--- config.mk ---
export PLATFORM = sky130hd
export DESIGN_NAME = device_fsm
export DESIGN_NICKNAME = d
export VERILOG_FILES = /design/src/rtl/device_fsm_pkg.sv /design/src/rtl/button_conditioner.sv /design/src/rtl/device_fsm.sv
export SDC_FILE = /design/constraint.sdc
export NUM_CORES = 1
export LEC_CHECK = 0
export ABC_AREA = 1
export CORE_AREA = 8 8 57 59
export CTS_BUF_LIST = sky130_fd_sc_hd__clkbuf_8
export CTS_CLUSTER_DIAMETER = 120
export DETAILED_ROUTE_END_ITERATION = 8
export DIE_AREA = 0 0 65 67
export PLACE_DENSITY_LB_ADDON = 0.2
export SKIP_LAST_GASP = 1
export SLEW_MARGIN = 20
export SYNTH_ARGS = -nofsm -noshare
export SYNTH_HDL_FRONTEND = slang
export SYNTH_HIERARCHICAL = 1
export SYNTH_SLANG_ARGS = --single-unit
export TNS_END_PERCENT = 20
--- constraint.sdc ---
create_clock -name clk -period 1.1 [get_ports clk]
set_clock_uncertainty 0.05 [all_clocks]
set_input_delay 0.165 -clock clk [delete_from_list [all_inputs] [get_ports clk]]
set_output_delay 0.165 -clock clk [all_outputs]
set_load 0.01 [all_outputs]
--- src/rtl/device_fsm_pkg.sv ---
// Shared types and constants for the push-button FIFO control FSM.
// State codes are fixed because they are shown directly on the board display.
package device_fsm_pkg;

  localparam int FIFO_DEPTH = 8;
  localparam int ADDR_W     = $clog2(FIFO_DEPTH);
  localparam int PTR_W      = ADDR_W + 1;

  typedef enum logic [2:0] {
    S_IDLE      = 3'd0,
    S_WRITE     = 3'd1,
    S_READ      = 3'd2,
    S_WAIT_REL  = 3'd3,
    S_FULL_ERR  = 3'd4,
    S_EMPTY_ERR = 3'd5
  } state_e;

  localparam logic [2:0] ST_IDLE      = S_IDLE;
  localparam logic [2:0] ST_WRITE     = S_WRITE;
  localparam logic [2:0] ST_READ      = S_READ;
  localparam logic [2:0] ST_WAIT_REL  = S_WAIT_REL;
  localparam logic [2:0] ST_FULL_ERR  = S_FULL_ERR;
  localparam logic [2:0] ST_EMPTY_ERR = S_EMPTY_ERR;

  function automatic logic [PTR_W-1:0] ptrInc(input logic [PTR_W-1:0] ptr);
    return ptr + PTR_W'(1);
  endfunction

endpackage

--- src/rtl/button_conditioner.sv ---
// Synchronizes and debounces an active-low push-button and emits a one-cycle
// press pulse on each accepted 1->0 transition of the debounced level.
module button_conditioner #(
  parameter int DEBOUNCE_CYCLES = 2
) (
  input  logic clk,
  input  logic reset,
  input  logic i_button,
  output logic o_press,
  output logic o_stable
);

  localparam int CNT_W = (DEBOUNCE_CYCLES < 2) ? 1 : $clog2(DEBOUNCE_CYCLES + 1);
  localparam logic [CNT_W-1:0] CNT_DONE = CNT_W'(DEBOUNCE_CYCLES);

  logic             r_sync1;
  logic             r_sync2;
  logic             r_stable;
  logic             r_stable_d;
  logic [CNT_W-1:0] r_cnt;
  logic [1:0]       r_fill;
  logic             r_armed;
  logic [CNT_W-1:0] w_cnt_inc;

  assign w_cnt_inc = r_cnt + CNT_W'(1);

  // r_armed stays low until a genuinely released level has been sampled after
  // reset, so a button held through reset cannot masquerade as a fresh press.
  always_ff @(posedge clk) begin
    if (reset) begin
      r_sync1    <= 1'b1;
      r_sync2    <= 1'b1;
      r_stable   <= 1'b1;
      r_stable_d <= 1'b1;
      r_cnt      <= '0;
      r_fill     <= 2'b00;
      r_armed    <= 1'b0;
    end else begin
      r_sync1    <= i_button;
      r_sync2    <= r_sync1;
      r_stable_d <= r_stable;
      r_fill     <= {r_fill[0], 1'b1};
      if (r_fill[1] && r_sync2) begin
        r_armed <= 1'b1;
      end
      if (r_sync2 == r_stable) begin
        r_cnt <= '0;
      end else if (w_cnt_inc == CNT_DONE) begin
        r_stable <= r_sync2;
        r_cnt    <= '0;
      end else begin
        r_cnt <= w_cnt_inc;
      end
    end
  end

  assign o_press  = r_armed & r_stable_d & ~r_stable;
  assign o_stable = r_stable;

endmodule

--- src/rtl/device_fsm.sv ---
// Control FSM for an 8-entry FIFO: each debounced button press performs one
// write (mode=1) or one read (mode=0) and advances the matching pointer.
module device_fsm
  import device_fsm_pkg::*;
#(
  parameter int DEBOUNCE_CYCLES = 2
) (
  input  logic             clk,
  input  logic             reset,
  input  logic             button,
  input  logic             mode,
  output logic [PTR_W-1:0] Read_Ptr,
  output logic [PTR_W-1:0] Write_Ptr,
  output logic [2:0]       out,
  output logic             fifo_full,
  output logic             fifo_empty
);

  logic             r_mode_sync1;
  logic             r_mode_sync2;
  logic [2:0]       r_state;
  logic [2:0]       w_state_next;
  logic [PTR_W-1:0] r_rd_ptr;
  logic [PTR_W-1:0] r_wr_ptr;
  logic             w_press;
  logic             w_stable;
  logic             w_full;
  logic             w_empty;

  button_conditioner #(
    .DEBOUNCE_CYCLES(DEBOUNCE_CYCLES)
  ) u_button (
    .clk     (clk),
    .reset   (reset),
    .i_button(button),
    .o_press (w_press),
    .o_stable(w_stable)
  );

  always_ff @(posedge clk) begin
    if (reset) begin
      r_mode_sync1 <= 1'b0;
      r_mode_sync2 <= 1'b0;
    end else begin
      r_mode_sync1 <= mode;
      r_mode_sync2 <= r_mode_sync1;
    end
  end

  assign w_empty = (r_rd_ptr == r_wr_ptr);
  assign w_full  = (r_rd_ptr[ADDR_W-1:0] == r_wr_ptr[ADDR_W-1:0]) &&
                   (r_rd_ptr[PTR_W-1] != r_wr_ptr[PTR_W-1]);

  // Mode only matters on the press cycle in IDLE; every other state ignores it.
  always_comb begin
    w_state_next = r_state;
    case (r_state)
      ST_IDLE: begin
        if (w_press) begin
          if (r_mode_sync2) begin
            w_state_next = w_full ? ST_FULL_ERR : ST_WRITE;
          end else begin
            w_state_next = w_empty ? ST_EMPTY_ERR : ST_READ;
          end
        end
      end
      ST_WRITE:     w_state_next = ST_WAIT_REL;
      ST_READ:      w_state_next = ST_WAIT_REL;
      ST_WAIT_REL,
      ST_FULL_ERR,
      ST_EMPTY_ERR: begin
        if (w_stable) begin
          w_state_next = ST_IDLE;
        end
      end
      default:      w_state_next = ST_IDLE;
    endcase
  end

  always_ff @(posedge clk) begin
    if (reset) begin
      r_state  <= ST_IDLE;
      r_rd_ptr <= '0;
      r_wr_ptr <= '0;
    end else begin
      r_state <= w_state_next;
      if (r_state == ST_WRITE) begin
        r_wr_ptr <= ptrInc(r_wr_ptr);
      end
      if (r_state == ST_READ) begin
        r_rd_ptr <= ptrInc(r_rd_ptr);
      end
    end
  end

  assign out        = r_state;
  assign Read_Ptr   = r_rd_ptr;
  assign Write_Ptr  = r_wr_ptr;
  assign fifo_full  = w_full;
  assign fifo_empty = w_empty;

endmodule

==> impl_metrics.yaml <==
place:
  portBuffers: 16
  gp_congestion: 0.781
  dp_slack_ps: -408
  placed_cells: 216
  dp_hpwl_um: 1920
clock_tree:
  ctsRootBufferMaster: "clkbuf_8"
  clkTransAtPathRegs_ps: 90
  cts.path.max_buffers: 2
  h-tree-depth: 1
  cts_tree: "done"
  postCtsHoldBufs: 0
  clock-sinks: 22
  clk_latency_ps: 270
  cts_buffers: 3
synthesis:
  syn_area_um2: 1020
  synthesis.nets: 153
  synth_edf_count: 0
  syn_inst: 146
  synthFlopType: "dfxtp_1"
  ys_warn_count: 6
  yosys.cell_count.top_type: "nand2_1"
  ys_seq_area_share_pct: 43.1
  synthArstFlopShare_pct: 0
  synthDistinctLibCells: 22
  ys_ff_latch: 22
  synth.top_cells.by_area: "dfxtp_1 43%, nand2_1 15%, inv_1 8.8%"
  yosysTopAreaCellShare_pct: 43.1
  postSynthAreaPerCell_um2: 6.99
  synth_area_leader_cell: "dfxtp_1"
  synthTopCellsByCount: "40 x nand2_1, 24 x inv_1, 22 x dfxtp_1"
floorplan:
  dieWidth_um: 65
  fp.coreArea_um2: 2360
  die_area_um2: 4360
  fp-row-count: 18
  die_h_um: 67
  initial_core_util_pct: 43.2
  ioPinCount: 17
cells_and_area:
  regArea_um2: 467
  drive_gt1_share_pct: 41.2
  fillCellCount: 204
  nets: 202
  fin_util_pct: 66.7
  syn2layout_area_growth_pct: 54.5
  multiInputGateArea_um2: 533
  antenna_cells_inserted: 0
  fin_cells: 224
power_and_ir_drop:
  leakage_nw: 0.763
  power.density_nw_per_um2: 1930
  vdd_drop_max_mv: 1.12
detailed_routing:
  drt_drc_violations_left: 0
  first_iter_violations: 19
  dr.pass1.iters: 4
  avgViaCountPerCell: 4.78
  wirelength_um: 2680
  wl_per_cell_um: 12.0
  num_vias: 1070
  postRouteAntennaNets: 0
timing:
  period_share_pct: 129
  period_needed_ps: 1410
  rsz0062_at_grt: "true"
  finalSetupViolations: 21
  hold_violations: 0
  finalWorstSetupSlack_ps: -314
  tns_ps: -3110
  slew_violations: 0
  clock.fmax_mhz: 707
  worst_pin_slew_ps: 271
  max-slew-margin-rel_pct: 81.9
status:
  outcome: "complete, but fails checks"
  violations: "setup timing"
global_route:
  antenna_found_initial: 0
  globalRouteOverflowTotal: 0
  grtUsageTotal_pct: 12.8
  grt_pass1_wl_um: 4380
  grt_max_degree: 14
  grt_pass1_vias: 1063
worst_setup_path:
  path_class: "flip-flop to output pin"
  required_ps: 880
  cp-end-kind: "output pin"
  crit_arrival_ps: 1200
  critPathMaxFanout: 3
  cp-start-kind: "flip-flop"
  worst-r2r-setup-slack_ps: -200
flow_run:
  drv_cap: 0
hold_path:
  holdCritPathClass: "flip-flop to flip-flop"
[cell families after synthesis]
logic type               after synthesis  synth area share, %
buffers and inverters                 28                 10.3
AO/OA/AOI/OAI                         14                 7.35
flip-flops                            22                 43.1
AND/OR/NAND/NOR                       77                 33.8
adder cells (fa/ha/maj)                3                 3.68
XOR/XNOR                               2                 1.72
[sequential cells by signal (all words and copies together), names as in the netlist]
name                 count
r_mode_sync1             1
r_mode_sync2             1
u_button/o_stable        1
u_button/r_stable_d      1
u_button/r_sync1         1
Write_Ptr                4
u_button/r_fill          2
out                      3
u_button/r_armed         1
u_button/r_sync2         1
Read_Ptr                 4
u_button/r_cnt           2
[path summary, 6_finish.rpt]
kind / start / endpoint / depth (start not counted)
setup / recovery: Write_Ptr[0] / fifo_full / 7
hold / removal: u_button/r_fill[0] / u_button/r_fill[1] / 2
setup reg to reg: Write_Ptr[0] / out[2] / 9
hold reg to reg: u_button/r_fill[0] / u_button/r_fill[1] / 2
[worst max-delay path, cell delays in order (launching register included)]
cell	delay, ps
dfxtp_4	380
inv_4	40
nand2_2	60
nand2_2	70
nor2_4	130
nand3_2	80
inv_1	60
buf_2	120
[per-stage QoR]
stage / power [mW] / cell area (um^2) / hold WS, ps
finish: 3.04 / 1580 / 357
detailed placement: 2.04 / 1430 / 354
floorplan: 1.49 / 1050 / 184
global placement: 2.01 / 1430 / 342
CTS: 2.84 / 1510 / 361
global route: 3.22 / 1580 / 398
[metal layers]
layer / vias up / global-route usage, % / wire length (um) / part of all wire [%]
met3: 13 / 3.52 / 122 / 4.6
met1: 488 / 13.0 / 1070 / 40
met4: 0 / 8.99 / 119 / 4.4
met5: - / 0 / 0 / 0
li1: 546 / - / - / -
met2: 23 / 22.6 / 1370 / 51
[power by group]
part	total, mW	internal, mW	switching, mW
clock network	0.770	0.487	0.283
registers	0.984	0.892	0.0921
logic	1.29	0.659	0.630
[layout make-up]
type	count	share of cell area [%]
sequential	22	29.6
clock inverter	1	1.90
timing repair buffer	45	23.2
multi-input combinational	96	33.8
inverter	27	6.58
clock buffer	3	2.62
tap	30	2.38
[cells in the final DEF, fill, tap and decap left out]
cell type        count
a21oi_1              6
clkdlybuf4s50_1      5
or2_1                2
nand2_4              1
inv_1               19
nand3_2              5
o21ai_0              3
buf_2                2
nor3_1               2
nor2_1              15
nand3_1              3
nor4_1               1
nor3_2               1
dfxtp_2              6
clkbuf_8             3
nand2_1             30
nor2_2               3
nand2_2             11
buf_6                3
xor2_1               1
dlygate4sd2_1        7
dfxtp_4              5
inv_4                1
ha_1                 3
dfxtp_1             11
bufinv_16            1
a211oi_1             2
o21ai_1              1
inv_2                7
a21oi_2              2
nand4_1              2
xnor2_1              1
buf_4               28
nor2_4               1
[what timing repair did]
item                                   4_1_cts  5_1_grt
buffers inserted                             3        2
endpoints found under the hold margin        0        0
resized for setup                           28       20
pin swaps                                    2        7
setup endpoints to repair                   21       23
Power figures use the tool's default switching activity.
